**src/rtl/iic_pkg.sv**
```systemverilog
// Shared definitions for the IIC command sequencer: register map, command read flag and FSM states.
package iic_pkg;

  localparam logic [31:0] IIC_REG_DIV  = 32'h0000_0000;
  localparam logic [31:0] IIC_REG_SDIV = 32'h0000_0004;
  localparam logic [31:0] IIC_REG_CMD  = 32'h0000_0008;
  localparam logic [31:0] IIC_REG_DATA = 32'h0000_0010;
  localparam logic [31:0] IIC_REG_INT  = 32'h0000_0014;

  localparam int unsigned IIC_CMD_RD_BIT = 0;

  typedef enum logic [3:0] {
    INIT0 = 4'd0,
    INIT1 = 4'd1,
    INITC = 4'd2,
    IDLE  = 4'd3,
    CMD   = 4'd4,
    WDATA = 4'd5,
    WAIT  = 4'd6,
    RDATA = 4'd7,
    CLR   = 4'd8,
    RESP  = 4'd9
  } iic_seq_state_e;

  function automatic logic cmd_is_read(input logic [31:0] cmd);
    return cmd[IIC_CMD_RD_BIT];
  endfunction

endpackage

```
**src/rtl/iic_reg_access.sv**
```systemverilog
// Single register access engine: raises one strobe with addr/wdata, holds until iic_ready is
// sampled, drops it on the following cycle and reports completion with a combinational done pulse.
module iic_reg_access
  import iic_pkg::*;
(
  input  logic        clk,
  input  logic        rst_n,
  input  logic        start,
  input  logic        rw,
  input  logic [31:0] addr,
  input  logic [31:0] wdata,
  output logic        busy,
  output logic        done,
  output logic [31:0] rdata,
  output logic        iic_reg_wr_en,
  output logic        iic_reg_rd_en,
  output logic [31:0] iic_reg_addr,
  output logic [31:0] iic_reg_wdata,
  input  logic        iic_ready,
  input  logic [31:0] iic_reg_rdata
);

  logic        wr_en_r;
  logic        rd_en_r;
  logic [31:0] addr_r;
  logic [31:0] wdata_r;
  logic [31:0] rdata_r;
  logic        busy_s;

  assign busy_s = wr_en_r | rd_en_r;

  // Done coincides with the edge that samples iic_ready, so the caller can start the next
  // access right after the single strobe-low cycle.
  assign busy = busy_s;
  assign done = busy_s & iic_ready;

  // Strobe/address/data hold and read capture
  always_ff @(posedge clk or negedge rst_n) begin
    if (!rst_n) begin
      wr_en_r <= 1'b0;
      rd_en_r <= 1'b0;
      addr_r  <= 32'h0000_0000;
      wdata_r <= 32'h0000_0000;
      rdata_r <= 32'h0000_0000;
    end else if (busy_s) begin
      if (iic_ready) begin
        wr_en_r <= 1'b0;
        rd_en_r <= 1'b0;
        addr_r  <= 32'h0000_0000;
        wdata_r <= 32'h0000_0000;
        if (rd_en_r) begin
          rdata_r <= iic_reg_rdata;
        end
      end
    end else if (start) begin
      wr_en_r <= ~rw;
      rd_en_r <= rw;
      addr_r  <= addr;
      wdata_r <= rw ? 32'h0000_0000 : wdata;
    end
  end

  assign iic_reg_wr_en = wr_en_r;
  assign iic_reg_rd_en = rd_en_r;
  assign iic_reg_addr  = addr_r;
  assign iic_reg_wdata = wdata_r;
  assign rdata         = rdata_r;

endmodule

```
**src/rtl/iic_cmd_sequencer.sv**
```systemverilog
// Request/response front-end that walks iic_top's register port through init, command, data,
// completion wait, readback and interrupt clear. Optional completion timeout: IIC_SEQ_TIMEOUT_EN.
module iic_cmd_sequencer
  import iic_pkg::*;
#(
  parameter logic [31:0] SCL_DIV        = 32'd165,
  parameter logic [31:0] SAMPLE_DIV     = 32'd19,
  parameter logic [31:0] INT_CLR        = 32'h0000_0018,
  parameter int unsigned TIMEOUT_CYCLES = 65535
) (
  input  logic        clk,
  input  logic        rst_n,
  input  logic        req_valid,
  output logic        req_ready,
  input  logic [31:0] req_cmd,
  input  logic [31:0] req_wdata,
  output logic        rsp_valid,
  input  logic        rsp_ready,
  output logic [31:0] rsp_rdata,
  output logic        rsp_err,
  output logic        iic_reg_wr_en,
  output logic        iic_reg_rd_en,
  output logic [31:0] iic_reg_addr,
  output logic [31:0] iic_reg_wdata,
  input  logic [31:0] iic_reg_rdata,
  input  logic        iic_ready,
  input  logic        data_ready_int,
  input  logic        write_ready_int
);

  iic_seq_state_e state_r, state_next_s;

  logic [31:0] cmd_r;
  logic [31:0] wdata_r;
  logic        err_r;
  logic        req_ready_r;
  logic        rsp_valid_r;
  logic [31:0] rsp_rdata_r;
  logic        rsp_err_r;

  logic        is_rd_s;
  logic        int_hit_s;
  logic        tmo_s;
  logic        accept_s;

  logic        acc_start_s;
  logic        acc_rw_s;
  logic [31:0] acc_addr_s;
  logic [31:0] acc_wdata_s;
  logic        acc_busy_s;
  logic        acc_done_s;
  logic [31:0] acc_rdata_s;

  assign is_rd_s   = cmd_is_read(cmd_r);
  assign int_hit_s = is_rd_s ? data_ready_int : write_ready_int;
  assign accept_s  = (state_r == IDLE) & req_valid & req_ready_r;

`ifdef IIC_SEQ_TIMEOUT_EN
  localparam logic [15:0] TMO_LIMIT = 16'(TIMEOUT_CYCLES);
  logic [15:0] tmo_cnt_r;

  // Cycles spent in WAIT; held at zero elsewhere so every entry starts a fresh count
  always_ff @(posedge clk or negedge rst_n) begin
    if (!rst_n) begin
      tmo_cnt_r <= 16'd0;
    end else if (state_r != WAIT) begin
      tmo_cnt_r <= 16'd0;
    end else if (tmo_cnt_r != TMO_LIMIT) begin
      tmo_cnt_r <= tmo_cnt_r + 16'd1;
    end
  end

  assign tmo_s = (state_r == WAIT) && (tmo_cnt_r == TMO_LIMIT);
`else
  assign tmo_s = 1'b0;
`endif

  // State register
  always_ff @(posedge clk or negedge rst_n) begin
    if (!rst_n) begin
      state_r <= INIT0;
    end else begin
      state_r <= state_next_s;
    end
  end

  // Next-state sequencing; access states advance on the engine's done pulse
  always_comb begin
    state_next_s = state_r;
    case (state_r)
      INIT0: state_next_s = acc_done_s ? INIT1 : INIT0;
      INIT1: state_next_s = acc_done_s ? INITC : INIT1;
      INITC: state_next_s = acc_done_s ? IDLE  : INITC;
      IDLE:  state_next_s = accept_s   ? CMD   : IDLE;
      CMD: begin
        if (acc_done_s) begin
          state_next_s = is_rd_s ? WAIT : WDATA;
        end else begin
          state_next_s = CMD;
        end
      end
      WDATA: state_next_s = acc_done_s ? WAIT : WDATA;
      WAIT: begin
        if (int_hit_s) begin
          state_next_s = is_rd_s ? RDATA : CLR;
        end else if (tmo_s) begin
          state_next_s = CLR;
        end else begin
          state_next_s = WAIT;
        end
      end
      RDATA: state_next_s = acc_done_s ? CLR  : RDATA;
      CLR:   state_next_s = acc_done_s ? RESP : CLR;
      RESP:  state_next_s = rsp_ready  ? IDLE : RESP;
      default: state_next_s = INIT0;
    endcase
  end

  // Access request for the current state
  always_comb begin
    acc_start_s = 1'b0;
    acc_rw_s    = 1'b0;
    acc_addr_s  = 32'h0000_0000;
    acc_wdata_s = 32'h0000_0000;
    case (state_r)
      INIT0: begin
        acc_start_s = ~acc_busy_s;
        acc_addr_s  = IIC_REG_DIV;
        acc_wdata_s = SCL_DIV;
      end
      INIT1: begin
        acc_start_s = ~acc_busy_s;
        acc_addr_s  = IIC_REG_SDIV;
        acc_wdata_s = SAMPLE_DIV;
      end
      INITC, CLR: begin
        acc_start_s = ~acc_busy_s;
        acc_addr_s  = IIC_REG_INT;
        acc_wdata_s = INT_CLR;
      end
      CMD: begin
        acc_start_s = ~acc_busy_s;
        acc_addr_s  = IIC_REG_CMD;
        acc_wdata_s = cmd_r;
      end
      WDATA: begin
        acc_start_s = ~acc_busy_s;
        acc_addr_s  = IIC_REG_DATA;
        acc_wdata_s = wdata_r;
      end
      RDATA: begin
        acc_start_s = ~acc_busy_s;
        acc_rw_s    = 1'b1;
        acc_addr_s  = IIC_REG_DATA;
      end
      default: begin
        acc_start_s = 1'b0;
      end
    endcase
  end

  // Request latch and timeout flag for the transaction in flight
  always_ff @(posedge clk or negedge rst_n) begin
    if (!rst_n) begin
      cmd_r   <= 32'h0000_0000;
      wdata_r <= 32'h0000_0000;
      err_r   <= 1'b0;
    end else if (accept_s) begin
      cmd_r   <= req_cmd;
      wdata_r <= req_wdata;
      err_r   <= 1'b0;
    end else if ((state_r == WAIT) && !int_hit_s && tmo_s) begin
      err_r   <= 1'b1;
    end
  end

  // Handshake outputs follow the next state; response payload loads only on RESP entry
  always_ff @(posedge clk or negedge rst_n) begin
    if (!rst_n) begin
      req_ready_r <= 1'b0;
      rsp_valid_r <= 1'b0;
      rsp_rdata_r <= 32'h0000_0000;
      rsp_err_r   <= 1'b0;
    end else begin
      req_ready_r <= (state_next_s == IDLE);
      rsp_valid_r <= (state_next_s == RESP);
      if ((state_next_s == RESP) && (state_r != RESP)) begin
        rsp_rdata_r <= (is_rd_s && !err_r) ? acc_rdata_s : 32'h0000_0000;
        rsp_err_r   <= err_r;
      end
    end
  end

  assign req_ready = req_ready_r;
  assign rsp_valid = rsp_valid_r;
  assign rsp_rdata = rsp_rdata_r;
  assign rsp_err   = rsp_err_r;

  iic_reg_access u_reg_access (
    .clk           (clk),
    .rst_n         (rst_n),
    .start         (acc_start_s),
    .rw            (acc_rw_s),
    .addr          (acc_addr_s),
    .wdata         (acc_wdata_s),
    .busy          (acc_busy_s),
    .done          (acc_done_s),
    .rdata         (acc_rdata_s),
    .iic_reg_wr_en (iic_reg_wr_en),
    .iic_reg_rd_en (iic_reg_rd_en),
    .iic_reg_addr  (iic_reg_addr),
    .iic_reg_wdata (iic_reg_wdata),
    .iic_ready     (iic_ready),
    .iic_reg_rdata (iic_reg_rdata)
  );

endmodule

```
**config.mk**
```make
export PLATFORM = sky130hd
export DESIGN_NAME = iic_cmd_sequencer
export DESIGN_NICKNAME = d
export VERILOG_FILES = /design/src/rtl/iic_pkg.sv /design/src/rtl/iic_reg_access.sv /design/src/rtl/iic_cmd_sequencer.sv
export SDC_FILE = /design/constraint.sdc
export NUM_CORES = 1
export LEC_CHECK = 0
export BUFFER_PORTS_ARGS = -buffer_cell sky130_fd_sc_hd__clkbuf_2
export CORE_MARGIN = 5
export CORE_UTILIZATION = 30
export CTS_CLUSTER_SIZE = 14
export DETAILED_ROUTE_END_ITERATION = 10
export PLACE_DENSITY = 0.59
export SETUP_SLACK_MARGIN = 0.02
export SLEW_MARGIN = 10
export SYNTH_ARGS = -nofsm -noshare
export SYNTH_HDL_FRONTEND = slang
export SYNTH_SLANG_ARGS = --single-unit
```
**constraint.sdc**
```tcl
create_clock -name clk -period 2.93 [get_ports clk]
set_input_delay 0 -clock clk [delete_from_list [all_inputs] [get_ports clk]]
set_output_delay 0 -clock clk [all_outputs]
set_load 0.01 [all_outputs]
```
==> run metrics <==
Chip Width=166 um; Final Wtd Congestion=0.764; initial antenna violation count=1; final hold vios=0; row cnt=57; final setup TNS=0 ns; IO Port Bufs=173; Total GRT Usage=0.134; Net count, final=982; routed wl met2=9110 um; WL final=18100 um; critical path type=flop to flop; hpwl dp=11700 um; H-tree Lvls=4; Avg Vias per Cell=4.46; TritonCTS clock tree=yes; startpoint types=flop; pwr/cell area=800 mW/mm^2; Core Region=0.0240 sq mm; Warnings, synthesis=0; #FFs+latches synth=171; CP endpoint kind=flop; Cells after Synth=616; Avg WL per Cell=14.9 um; CP required=3.28 ns; period utilization=0.803; number of CTS-inserted buffers=17; fin. max-slew vios=0; die height=166 um; maxcap violations=0; DRT iter0 DRCs=251; Slew headroom=0.329; via count=5427; M1 wire length=7630 um; Netlist cell types=43; CTS Buffer Depth=2; io pins=204; leading post-synthesis cells by cell area=dfrtp_1 59%, mux2_2 14%, nand2_1 5.5%, buf_4 3.7%, o21ai_0 3.1%; Diodes inserted=0; IR drop worst, VDD=0.356 mV; FMAX=425 MHz; Clock Latency Late Sink=0.43 ns; Setup Skew=0.0157 ns; met3 WL=863 um; arrival time worst endpoint=2.70 ns; Final Critical Period=2.35 ns; vias in the first global route=5475; global route overflow=0; DP Area=0.00832 sq mm; Setup-failing EPs final=0; Hold Path Class=primary input to flop; total die area=0.0274 sq mm; uppermost layer routed=met5; most frequent cells in the layout=172 x clkbuf_2, 171 x dfrtp_1, 107 x nand2_1, 100 x dlygate4sd3_1, 90 x mux2_2; fraction of layout cells with a size suffix above 1=0.352; crit-path max FO=32; leading area contributor after synthesis=dfrtp_1; status=finished clean; Area Growth Syn to Fin=37.0%; pin count of the biggest net entering global routing=172; most common cell after layout, fill and taps aside=clkbuf_2; leakage=4.69 nW; Finished Cell Area=0.00994 sq mm; fraction of the yosys area taken by sequential cells=0.590; post-route ant nets=0; post-CTS setup buffers=0; first drt pass iteration count=4; Mapped Area=0.00725 sq mm; # DRC=0; Clk Tree Root Cell=clkbuf_16; global-route wire length before repair=28700 um; CTS Sinks=171; Slew @ Worst Pin=1.00 ns; initial core utilization=0.302; RSZ-0062 raised after global routing=no; syn_area_per_cell=11.8 sq um; top cell type's share of synthesized area=0.590; clock-pin slew on the worst setup and hold paths=0.08 ns
[final timing paths]
check                                               from                        endpoint  slack, ns  cells past startpoint
setup / recovery                              state_r[1]  u_reg_access.iic_reg_wdata[13]       0.58                      5
hold / removal                            data_ready_int                      state_r[0]        0.1                      4
setup reg to reg                              state_r[1]  u_reg_access.iic_reg_wdata[13]       0.58                      5
hold reg to reg            u_reg_access.iic_reg_wdata[0]   u_reg_access.iic_reg_wdata[0]       0.48                      1
max in group asynchronous                          rst_n          u_reg_access.rdata[21]       1.89                      3
min in group asynchronous                          rst_n                       cmd_r[18]       0.22                      3
[timing repair]
item	CTS	global route
hold buffers	100	0
hold endpoints to repair	271	0
resized for setup	0	0
[metal layers]
metal	global-route usage	up-vias
met1	0.165	2639
met4	0.0555	2
li1	-	2611
met2	0.228	144
met5	0	-
met3	0.0288	31
[per-stage QoR]
step	power [mW]	utilization	setup WS, ns	hold WS, ns	cells
3_5_place_dp	5.55	0.346	0.610	0.210	1084
6_report	7.95	0.414	0.577	0.0950	1216
2_1_floorplan	4.89	-	1.23	-0.296	645
5_1_grt	8.46	0.414	0.329	0.0774	1216
3_3_place_gp	5.47	0.346	0.710	0.205	1084
4_1_cts	8.07	0.414	0.592	0.0607	1216
[critical path, cell delays in order, from the launching register on]
cell      delay [ns]
dfrtp_1         0.73
a211oi_1        0.20
o21bai_1        0.27
a21boi_4        0.80
nand2_1         0.13
o21ai_0         0.12
[sequential cells by signal, summed over array words and instances (netlist names), 3 cells and up]
register,flops
wdata_r,32
u_reg_access.rdata,32
u_reg_access.iic_reg_addr,3
state_r,4
cmd_r,32
u_reg_access.iic_reg_wdata,32
rsp_rdata,32
[Yosys cell counts (all sizes together)]
cell type / instances
o32ai: 1
nor4: 4
and2b: 1
nor3b: 1
and4b: 2
o21bai: 1
nand4: 1
and3b: 1
mux2i: 2
nand2b: 4
clkbuf: 8
nand3b: 1
o21ai: 71
conb: 1
a31oi: 5
nand2: 107
a21o: 2
nand4b: 1
xnor2: 1
a211o: 1
or4: 2
nor3: 2
a22oi: 25
inv: 6
a21oi: 13
buf: 62
nor2b: 3
nand3: 5
mux2: 93
dfrtp: 171
nor2: 11
a21boi: 2
o31ai: 2
a211oi: 3
[logic make-up after synthesis]
logic type,count (synthesis),share of synthesized area
AO/OA/AOI/OAI,126,0.101
XOR/XNOR,1,0.00121
AND/OR/NAND/NOR,146,0.0928
buffers and inverters,76,0.0671
multiplexers,95,0.147
other,1,0.000517
flip-flops,171,0.590
[report_power, final]
part	switching, mW	internal (mW)	total [mW]	leakage (nW)
Sequential	0.414	3.07	3.49	2.24
Clock	1.06	1.31	2.37	0.303
Combinational	1.11	0.982	2.09	2.15
[area by class of cell]
| cell class | instances | area, sq um |
|---|---|---|
| Sequential cell | 171 | 4280 |
| Clock inverter | 15 | 198 |
| Multi-Input combinational cell | 398 | 2610 |
| Tap cell | 324 | 405 |
| Fill cell | 2323 | 14100 |
| Inverter | 6 | 22.5 |
| Clock buffer | 17 | 425 |
| Timing Repair Buffer | 285 | 2000 |
Power figures use the tool's default switching activity.
